`src/rtl/wb_ps2_if.sv`:
```
// Wishbone classic bus bundle for wb_ps2; member names carry the slave's point of view.
// Single-cycle ack per request; the slave never stalls beyond one wait state.
interface wb_ps2_if;
    logic        cyc_i;
    logic        stb_i;
    logic        we_i;
    logic [29:0] adr_i;
    logic [3:0]  sel_i;
    logic [31:0] dat_i;
    logic        ack_o;
    logic [31:0] dat_o;

    modport master (
        output cyc_i, stb_i, we_i, adr_i, sel_i, dat_i,
        input  ack_o, dat_o
    );

    modport slave (
        input  cyc_i, stb_i, we_i, adr_i, sel_i, dat_i,
        output ack_o, dat_o
    );
endinterface

```
`src/rtl/wb_ps2.sv`:
```
// Receive-only PS/2 port on Wishbone: synchronise/filter lines, deframe 11-bit frames, queue bytes, level irq.
// Bus: ack one cycle after request, pop/clear in that same edge; a push into a full FIFO drops the byte and sets OVR.
module wb_ps2 #(
    parameter int FIFO_DEPTH = 16,
    parameter int FILTER     = 8,
    parameter int TIMEOUT    = 65535
) (
    input  logic    clk_i,
    input  logic    rst_i,
    input  logic    ps2_clk,
    input  logic    ps2_dat,
    output logic    irq,
    wb_ps2_if.slave wb
);
    localparam int AW = $clog2(FIFO_DEPTH);
    localparam int CW = AW + 1;
    localparam int FW = $clog2(FILTER + 1);
    localparam int TW = $clog2(TIMEOUT + 1);

    typedef enum logic [1:0] {S_IDLE, S_DATA, S_PAR, S_STOP} state_t;

    // ---------------------------------------------------------------- input path
    logic [1:0]    clk_sync_q;
    logic [1:0]    dat_sync_q;
    logic [1:0]    raw;
    logic [1:0]    filt_q;
    logic [FW-1:0] fcnt_q [2];
    logic          clk_prev_q;
    logic          strobe;
    logic          fdat;

    always_ff @(posedge clk_i or posedge rst_i) begin
        if (rst_i) begin
            clk_sync_q <= 2'b11;
            dat_sync_q <= 2'b11;
        end else begin
            clk_sync_q <= {clk_sync_q[0], ps2_clk};
            dat_sync_q <= {dat_sync_q[0], ps2_dat};
        end
    end

    assign raw = {dat_sync_q[1], clk_sync_q[1]};

    // Bit 0 is the clock line, bit 1 the data line; both see identical delay so data stays aligned to the strobe.
    always_ff @(posedge clk_i or posedge rst_i) begin
        if (rst_i) begin
            filt_q     <= 2'b11;
            clk_prev_q <= 1'b1;
            for (int i = 0; i < 2; i++) fcnt_q[i] <= '0;
        end else begin
            clk_prev_q <= filt_q[0];
            for (int i = 0; i < 2; i++) begin
                if (raw[i] == filt_q[i]) begin
                    fcnt_q[i] <= '0;
                end else if (fcnt_q[i] == FW'(FILTER - 1)) begin
                    filt_q[i] <= raw[i];
                    fcnt_q[i] <= '0;
                end else begin
                    fcnt_q[i] <= fcnt_q[i] + 1'b1;
                end
            end
        end
    end

    assign strobe = clk_prev_q & ~filt_q[0];
    assign fdat   = filt_q[1];

    // ---------------------------------------------------------------- deframer
    state_t        state_q;
    logic [7:0]    shift_q;
    logic [2:0]    bit_q;
    logic          par_q;
    logic [TW-1:0] tmo_q;
    logic          push_q;
    logic [7:0]    push_dat_q;
    logic          perr_set_q;

    always_ff @(posedge clk_i or posedge rst_i) begin
        if (rst_i) begin
            state_q    <= S_IDLE;
            shift_q    <= '0;
            bit_q      <= '0;
            par_q      <= 1'b0;
            tmo_q      <= '0;
            push_q     <= 1'b0;
            push_dat_q <= '0;
            perr_set_q <= 1'b0;
        end else begin
            push_q     <= 1'b0;
            perr_set_q <= 1'b0;

            if (state_q == S_IDLE || strobe) tmo_q <= '0;
            else                             tmo_q <= tmo_q + 1'b1;

            if (state_q != S_IDLE && !strobe && tmo_q == TW'(TIMEOUT - 1)) begin
                state_q <= S_IDLE;
            end else if (strobe) begin
                case (state_q)
                    S_IDLE: begin
                        if (!fdat) begin
                            state_q <= S_DATA;
                            bit_q   <= '0;
                        end
                    end
                    S_DATA: begin
                        shift_q <= {fdat, shift_q[7:1]};
                        bit_q   <= bit_q + 1'b1;
                        if (bit_q == 3'd7) state_q <= S_PAR;
                    end
                    S_PAR: begin
                        par_q   <= fdat;
                        state_q <= S_STOP;
                    end
                    S_STOP: begin
                        state_q <= S_IDLE;
                        // A bad stop bit means we are misaligned; drop the frame without flagging it.
                        if (fdat) begin
                            if (^{shift_q, par_q}) begin
                                push_q     <= 1'b1;
                                push_dat_q <= shift_q;
                            end else begin
                                perr_set_q <= 1'b1;
                            end
                        end
                    end
                    default: state_q <= S_IDLE;
                endcase
            end
        end
    end

    // ---------------------------------------------------------------- bus decode
    logic        ack_q;
    logic [31:0] dat_q;
    logic        ien_q;
    logic        req;
    logic [1:0]  reg_adr;
    logic        wr_en;
    logic        pop;
    logic [31:0] rdata;
    logic        unused_bits;

    assign req         = wb.cyc_i & wb.stb_i & ~ack_q;
    assign reg_adr     = wb.adr_i[1:0];
    assign wr_en       = req & wb.we_i & wb.sel_i[0];
    assign unused_bits = ^{wb.adr_i[29:2], wb.sel_i[3:1], wb.dat_i[31:4], wb.dat_i[1]};

    // ---------------------------------------------------------------- FIFO and status flags
    logic [7:0]    mem_q [FIFO_DEPTH];
    logic [AW-1:0] wr_ptr_q;
    logic [AW-1:0] rd_ptr_q;
    logic [CW-1:0] count_q;
    logic          ovr_q;
    logic          perr_q;
    logic          full;
    logic          empty;
    logic          push_ok;
    logic [7:0]    head;

    assign full    = (count_q == CW'(FIFO_DEPTH));
    assign empty   = (count_q == '0);
    assign head    = mem_q[rd_ptr_q];
    assign pop     = req & ~wb.we_i & (reg_adr == 2'd0) & ~empty;
    assign push_ok = push_q & (~full | pop);

    always_ff @(posedge clk_i) begin
        if (push_ok) mem_q[wr_ptr_q] <= push_dat_q;
    end

    always_ff @(posedge clk_i or posedge rst_i) begin
        if (rst_i) begin
            wr_ptr_q <= '0;
            rd_ptr_q <= '0;
            count_q  <= '0;
            ovr_q    <= 1'b0;
            perr_q   <= 1'b0;
        end else begin
            if (push_ok) wr_ptr_q <= wr_ptr_q + 1'b1;
            if (pop)     rd_ptr_q <= rd_ptr_q + 1'b1;
            if (push_ok && !pop)      count_q <= count_q + 1'b1;
            else if (!push_ok && pop) count_q <= count_q - 1'b1;

            // A new event in the same cycle as the clearing write wins, so it is never lost.
            if (push_q && !push_ok)                                   ovr_q <= 1'b1;
            else if (wr_en && reg_adr == 2'd1 && wb.dat_i[2])        ovr_q <= 1'b0;
            if (perr_set_q)                                           perr_q <= 1'b1;
            else if (wr_en && reg_adr == 2'd1 && wb.dat_i[3])        perr_q <= 1'b0;
        end
    end

    // ---------------------------------------------------------------- register file
    always_comb begin
        rdata = '0;
        case (reg_adr)
            2'd0: rdata[8:0]  = {~empty, empty ? 8'h00 : head};
            2'd1: rdata[11:0] = {8'(count_q), perr_q, ovr_q, full, ~empty};
            2'd2: rdata[0]    = ien_q;
            default: rdata    = '0;
        endcase
    end

    always_ff @(posedge clk_i or posedge rst_i) begin
        if (rst_i) begin
            ack_q <= 1'b0;
            dat_q <= '0;
            ien_q <= 1'b0;
        end else begin
            ack_q <= req;
            dat_q <= (req && !wb.we_i) ? rdata : '0;
            if (wr_en && reg_adr == 2'd2) ien_q <= wb.dat_i[0];
        end
    end

    assign wb.ack_o = ack_q;
    assign wb.dat_o = dat_q;
    assign irq      = ien_q & (~empty | ovr_q | perr_q);
endmodule

```
`src/flat_wrapper.sv`:
```
// flat-port wrapper written by rule: the top's interface ports become plain ports
module wb_ps2_flat 
#(
    parameter int FIFO_DEPTH = 16,
    parameter int FILTER     = 8,
    parameter int TIMEOUT    = 65535
)
  (clk_i, rst_i, ps2_clk, ps2_dat, irq, wb_cyc_i, wb_stb_i, wb_we_i, wb_adr_i, wb_sel_i, wb_dat_i, wb_ack_o, wb_dat_o);
  wb_ps2_if wb_i ();
  input  logic clk_i;
  input  logic rst_i;
  input  logic ps2_clk;
  input  logic ps2_dat;
  output logic irq;
  input wire logic [$bits(wb_i.cyc_i)-1:0] wb_cyc_i;
  input wire logic [$bits(wb_i.stb_i)-1:0] wb_stb_i;
  input wire logic [$bits(wb_i.we_i)-1:0] wb_we_i;
  input wire logic [$bits(wb_i.adr_i)-1:0] wb_adr_i;
  input wire logic [$bits(wb_i.sel_i)-1:0] wb_sel_i;
  input wire logic [$bits(wb_i.dat_i)-1:0] wb_dat_i;
  output wire logic [$bits(wb_i.ack_o)-1:0] wb_ack_o;
  output wire logic [$bits(wb_i.dat_o)-1:0] wb_dat_o;
  assign wb_i.cyc_i = wb_cyc_i;
  assign wb_i.stb_i = wb_stb_i;
  assign wb_i.we_i = wb_we_i;
  assign wb_i.adr_i = wb_adr_i;
  assign wb_i.sel_i = wb_sel_i;
  assign wb_i.dat_i = wb_dat_i;
  assign wb_ack_o = wb_i.ack_o;
  assign wb_dat_o = wb_i.dat_o;
  wb_ps2 #(.FIFO_DEPTH(FIFO_DEPTH), .FILTER(FILTER), .TIMEOUT(TIMEOUT)) u_core (.clk_i(clk_i), .rst_i(rst_i), .ps2_clk(ps2_clk), .ps2_dat(ps2_dat), .irq(irq), .wb(wb_i));
endmodule
```
`config.mk`:
```
export PLATFORM = sky130hd
export DESIGN_NAME = wb_ps2_flat
export DESIGN_NICKNAME = d
export VERILOG_FILES = /design/src/rtl/wb_ps2_if.sv /design/src/rtl/wb_ps2.sv /design/src/flat_wrapper.sv
export SDC_FILE = /design/constraint.sdc
export NUM_CORES = 1
export LEC_CHECK = 0
export ABC_AREA = 1
export ABC_CLOCK_PERIOD_IN_PS = 5320
export BUFFER_PORTS_ARGS = -buffer_cell sky130_fd_sc_hd__buf_2
export CORE_MARGIN = 2
export CORE_UTILIZATION = 60
export DETAILED_ROUTE_END_ITERATION = 10
export GPL_ROUTABILITY_DRIVEN = 0
export PLACE_DENSITY = 0.81
export SLEW_MARGIN = 20
export SYNTH_ARGS = -nofsm -noshare
export SYNTH_HDL_FRONTEND = slang
export SYNTH_SLANG_ARGS = --single-unit
```
`constraint.sdc`:
```
create_clock -name clk_i -period 5.32 [get_ports clk_i]
set_clock_uncertainty 0.15 [all_clocks]
set_input_delay 0.266 -clock clk_i [delete_from_list [all_inputs] [get_ports clk_i]]
set_output_delay 0.266 -clock clk_i [all_outputs]
set_load 0.05 [all_outputs]
```
==> impl_metrics.yaml <==
cts:
  numCtsBuffers: 21
  post-cts-setup-buffers: 0
  cts_root_buffer: "clkbuf_16"
  clk-insertion-delay-late_ns: 0.50
  cts_resized: 0
  clk_pin_slew_ns: 0.06
  ctsHoldBuffers: 12
  clockBufferDepth: 3
  cts_tree: "done"
  h-tree-depth: 1
  clkSinkCount: 209
logic_synthesis:
  synth-edff-count: 128
  ys_seq_area_share_pct: 60.8
  synth.avg_cell_area_sq_um: 9.73
  ys_dominant_reg_cell: "edfxtp_1"
  yosys_warnings: 0
  syn-cell-area_sq_um: 9670
  synth-seq-cells: 209
  async_flop_share_pct: 38.8
  synthDistinctLibCells: 44
  syn_inst: 994
critical_path:
  worst_setup_path_start_kind: "input pin"
  cpMaxStageDelayCell: "dlygate4sd3_1"
  critPathKind: "in -> reg"
  required_ns: 5.56
  critical-path-max-stage-delay_ns: 0.60
  crit_buf_inv: 6
  crit_fanout: 22
  crit_top_cell: "inv_1"
  crit_chain: "dlygate4sd3_1 -> buf_2 -> nand2_1 -> dlygate4sd3_1 -> nor2_4 -> nand2_2 -> nor2_4 -> nand2_4 -> nand3_2 -> nand2_4 -> inv_1 -> ha_1 -> inv_1 -> ha_1 -> inv_1 -> a21oi_1 -> nor2_1 -> nand2_1 -> nand3_1 -> xor2_1"
  crit_family: "buffers and inverters"
  cp.arrival_ns: 3.94
  worstSetupEndpointType: "flip-flop"
drt:
  vias: 6815
  drcViolationCount: 0
  drt-initial-drc-count: 560
  drtPass1Iterations: 5
  wl_per_cell_um: 16.0
  routed_wl_mm: 20.3
  ant_nets: 0
  vias_per_cell: 5.37
finish:
  drive_gt1_share_pct: 11.2
  nets: 1132
  syn_to_final_growth_pct: 11.4
  final_core_util_pct: 68.0
  diodes: 0
timing:
  period_minus_slack_ns: 3.70
  slew_viol_final: 0
  hold_viol_final: 0
  setup_viol: 0
  slew-limit-headroom_pct: 40.8
  timing.hold.ws_ns: 0.0395
  rsz0062_at_grt: "false"
  tightestPinTransition_ns: 0.887
  fin_crit_sh_pct: 69.6
  max_freq_mhz: 270
  fin_setup_tns_ns: 0
die:
  rows: 46
  io_pins: 107
  die_x_um: 131
  core_sq_um: 15800
  initial_utilization_pct: 61.1
  dieArea_sq_um: 17100
  die_h_um: 131
grt:
  antenna_found_initial: 0
  grt_pass1_wl_mm: 31.6
  grt_max_degree: 70
  grt-ovfl-total: 0
  grt_usage_pct: 23.9
  grt_pass1_vias: 6559
power:
  total_power_mw: 4.75
  p_comb_share_pct: 26.4
  power.switching_mw: 1.61
  power_density_nw_per_um2: 441
  intPower_mw: 3.15
  p_sw_share_pct: 33.8
  clock_power_share_pct: 33.0
  p_seq_share_pct: 40.6
  leakagePower_nw: 4.83
  vdd_ir_drop_max_uv: 414
outcome:
  run_status: "finished clean"
min_path:
  hold_class: "in -> reg"
placement:
  port_buffers: 23
  place_hpwl_mm: 12.1
job:
  drv_cap: 0
## sequential cells by signal (all words and copies together) (netlist names), 2 cells and up
| signal | count |
|---|---|
| u_core.state_q | 2 |
| u_core.tmo_q | 16 |
| u_core.dat_sync_q | 2 |
| u_core.wb.dat_o | 9 |
| u_core.shift_q | 8 |
| u_core.clk_sync_q | 2 |
| u_core.push_dat_q | 8 |
| u_core.bit_q | 3 |
| u_core.count_q | 5 |
| u_core.rd_ptr_q | 4 |
| u_core.mem_q | 128 |
| u_core.fcnt_q | 8 |
| u_core.wr_ptr_q | 4 |
| u_core.filt_q | 2 |
## logic make-up (layout without fill, tap and decap cells)
kind of cell / after synthesis / after routing / synth area share, %
adder cells (fa/ha/maj): 21 / 21 / 2.80
buffers and inverters: 155 / 191 / 7.82
XOR/XNOR: 14 / 14 / 1.27
other: 1 / 23 / 0.0388
flip-flops: 209 / 209 / 60.8
AND/OR/NAND/NOR: 532 / 532 / 23.7
AO/OA/AOI/OAI: 62 / 62 / 3.56
## cells in the final DEF, fill, tap and decap left out, drive strengths merged
| master | n |
|---|---|
| o21a | 2 |
| a21oi | 24 |
| bufinv | 3 |
| o21ai | 26 |
| nand4 | 7 |
| and2 | 1 |
| a22oi | 1 |
| nand2 | 343 |
| nor2 | 56 |
| a31oi | 3 |
| clkinvlp | 1 |
| nand3b | 3 |
| o211ai | 3 |
| nor3 | 22 |
| buf | 37 |
| xor2 | 8 |
| dfrtp | 74 |
| clkinv | 8 |
| a211oi | 2 |
| edfxtp | 128 |
| dfstp | 7 |
| ha | 20 |
| clkbuf | 29 |
| conb | 23 |
| nand3 | 98 |
| inv | 101 |
| o21bai | 1 |
| xnor2 | 6 |
| dlygate4sd3 | 12 |
| fa | 1 |
| or2 | 2 |
## tightest hold or removal path: cells and delay by family
family	cells	cell delay [ns]
simple gates	2	0.17
buf+inv	1	0.10
compound gates	1	0.11
## through the flow
step | cell area [sq um] | setup WS [ns] | std cells
floorplan | 9750 | 2.67 | 1016
finish | 10800 | 1.62 | 1268
global placement | 9880 | 2.36 | 1219
detailed placement | 9890 | 2.24 | 1219
global route | 10800 | 1.42 | 1268
CTS | 10800 | 1.84 | 1268
## area by class of cell
class                   count  area [sq um]
fillers                  1085          5060
repair buffers             49           340
multi-input cells         652          3140
inverters                 105           397
well taps                 216           270
clock buffers              29           627
flip-flops and latches    209          5880
clock inverters             8           115
## Yosys cell counts (3+ instances only)
master / instances / area share [%]
inv_1: 98 / 3.8
xor2_1: 8 / 0.72
dfrtp_1: 74 / 19
nand2_1: 331 / 13
nand3_2: 4 / 0.41
xnor2_1: 6 / 0.54
a21oi_1: 24 / 1.2
buf_2: 12 / 0.62
nor3_1: 22 / 1.1
nor2_2: 4 / 0.26
nand4_1: 6 / 0.39
ha_1: 20 / 2.6
nand3_1: 93 / 4.8
clkbuf_1: 3 / 0.12
nor2_1: 50 / 1.9
buf_6: 5 / 0.58
edfxtp_1: 128 / 40
a31oi_1: 3 / 0.19
o21ai_0: 22 / 1.1
o211ai_1: 3 / 0.23
dfstp_2: 7 / 1.9
nand2_2: 10 / 0.65
inv_2: 5 / 0.19
buf_4: 28 / 2.2
## path summary, 6_finish.rpt
path | startpoint | to | slack, ns | cells after the start
worst max-delay path | wb_stb_i | u_core.count_q[4] | 1.62 | 20
worst min-delay path | wb_sel_i[0] | u_core.perr_q | 0.04 | 4
worst max register to register | u_core.count_q[0] | u_core.count_q[4] | 2.08 | 17
worst min register to register | u_core.dat_sync_q[0] | u_core.dat_sync_q[1] | 0.20 | 0
max in group asynchronous | rst_i | u_core.rd_ptr_q[0] | 3.76 | 4
min in group asynchronous | rst_i | u_core.shift_q[1] | 0.20 | 3
## routing by layer
metal	vias to the layer above	wire [um]	GRT usage, %
met5	-	0	0
met4	0	679	9.26
met3	59	1210	3.09
met2	238	10300	42.9
met1	3232	8150	29.5
li1	3286	-	-
## power by group through the flow
| stage | Combinational [mW] | Clock, mW | Sequential (mW) |
|---|---|---|---|
| floorplan | 1.01 | 0 | 1.91 |
| global placement | 1.18 | 0 | 1.95 |
| detailed placement | 1.22 | 0 | 1.96 |
| CTS | 1.24 | 1.58 | 1.93 |
| global route | 1.41 | 1.63 | 1.94 |
| finish | 1.25 | 1.57 | 1.93 |
Power figures use the tool's default switching activity.
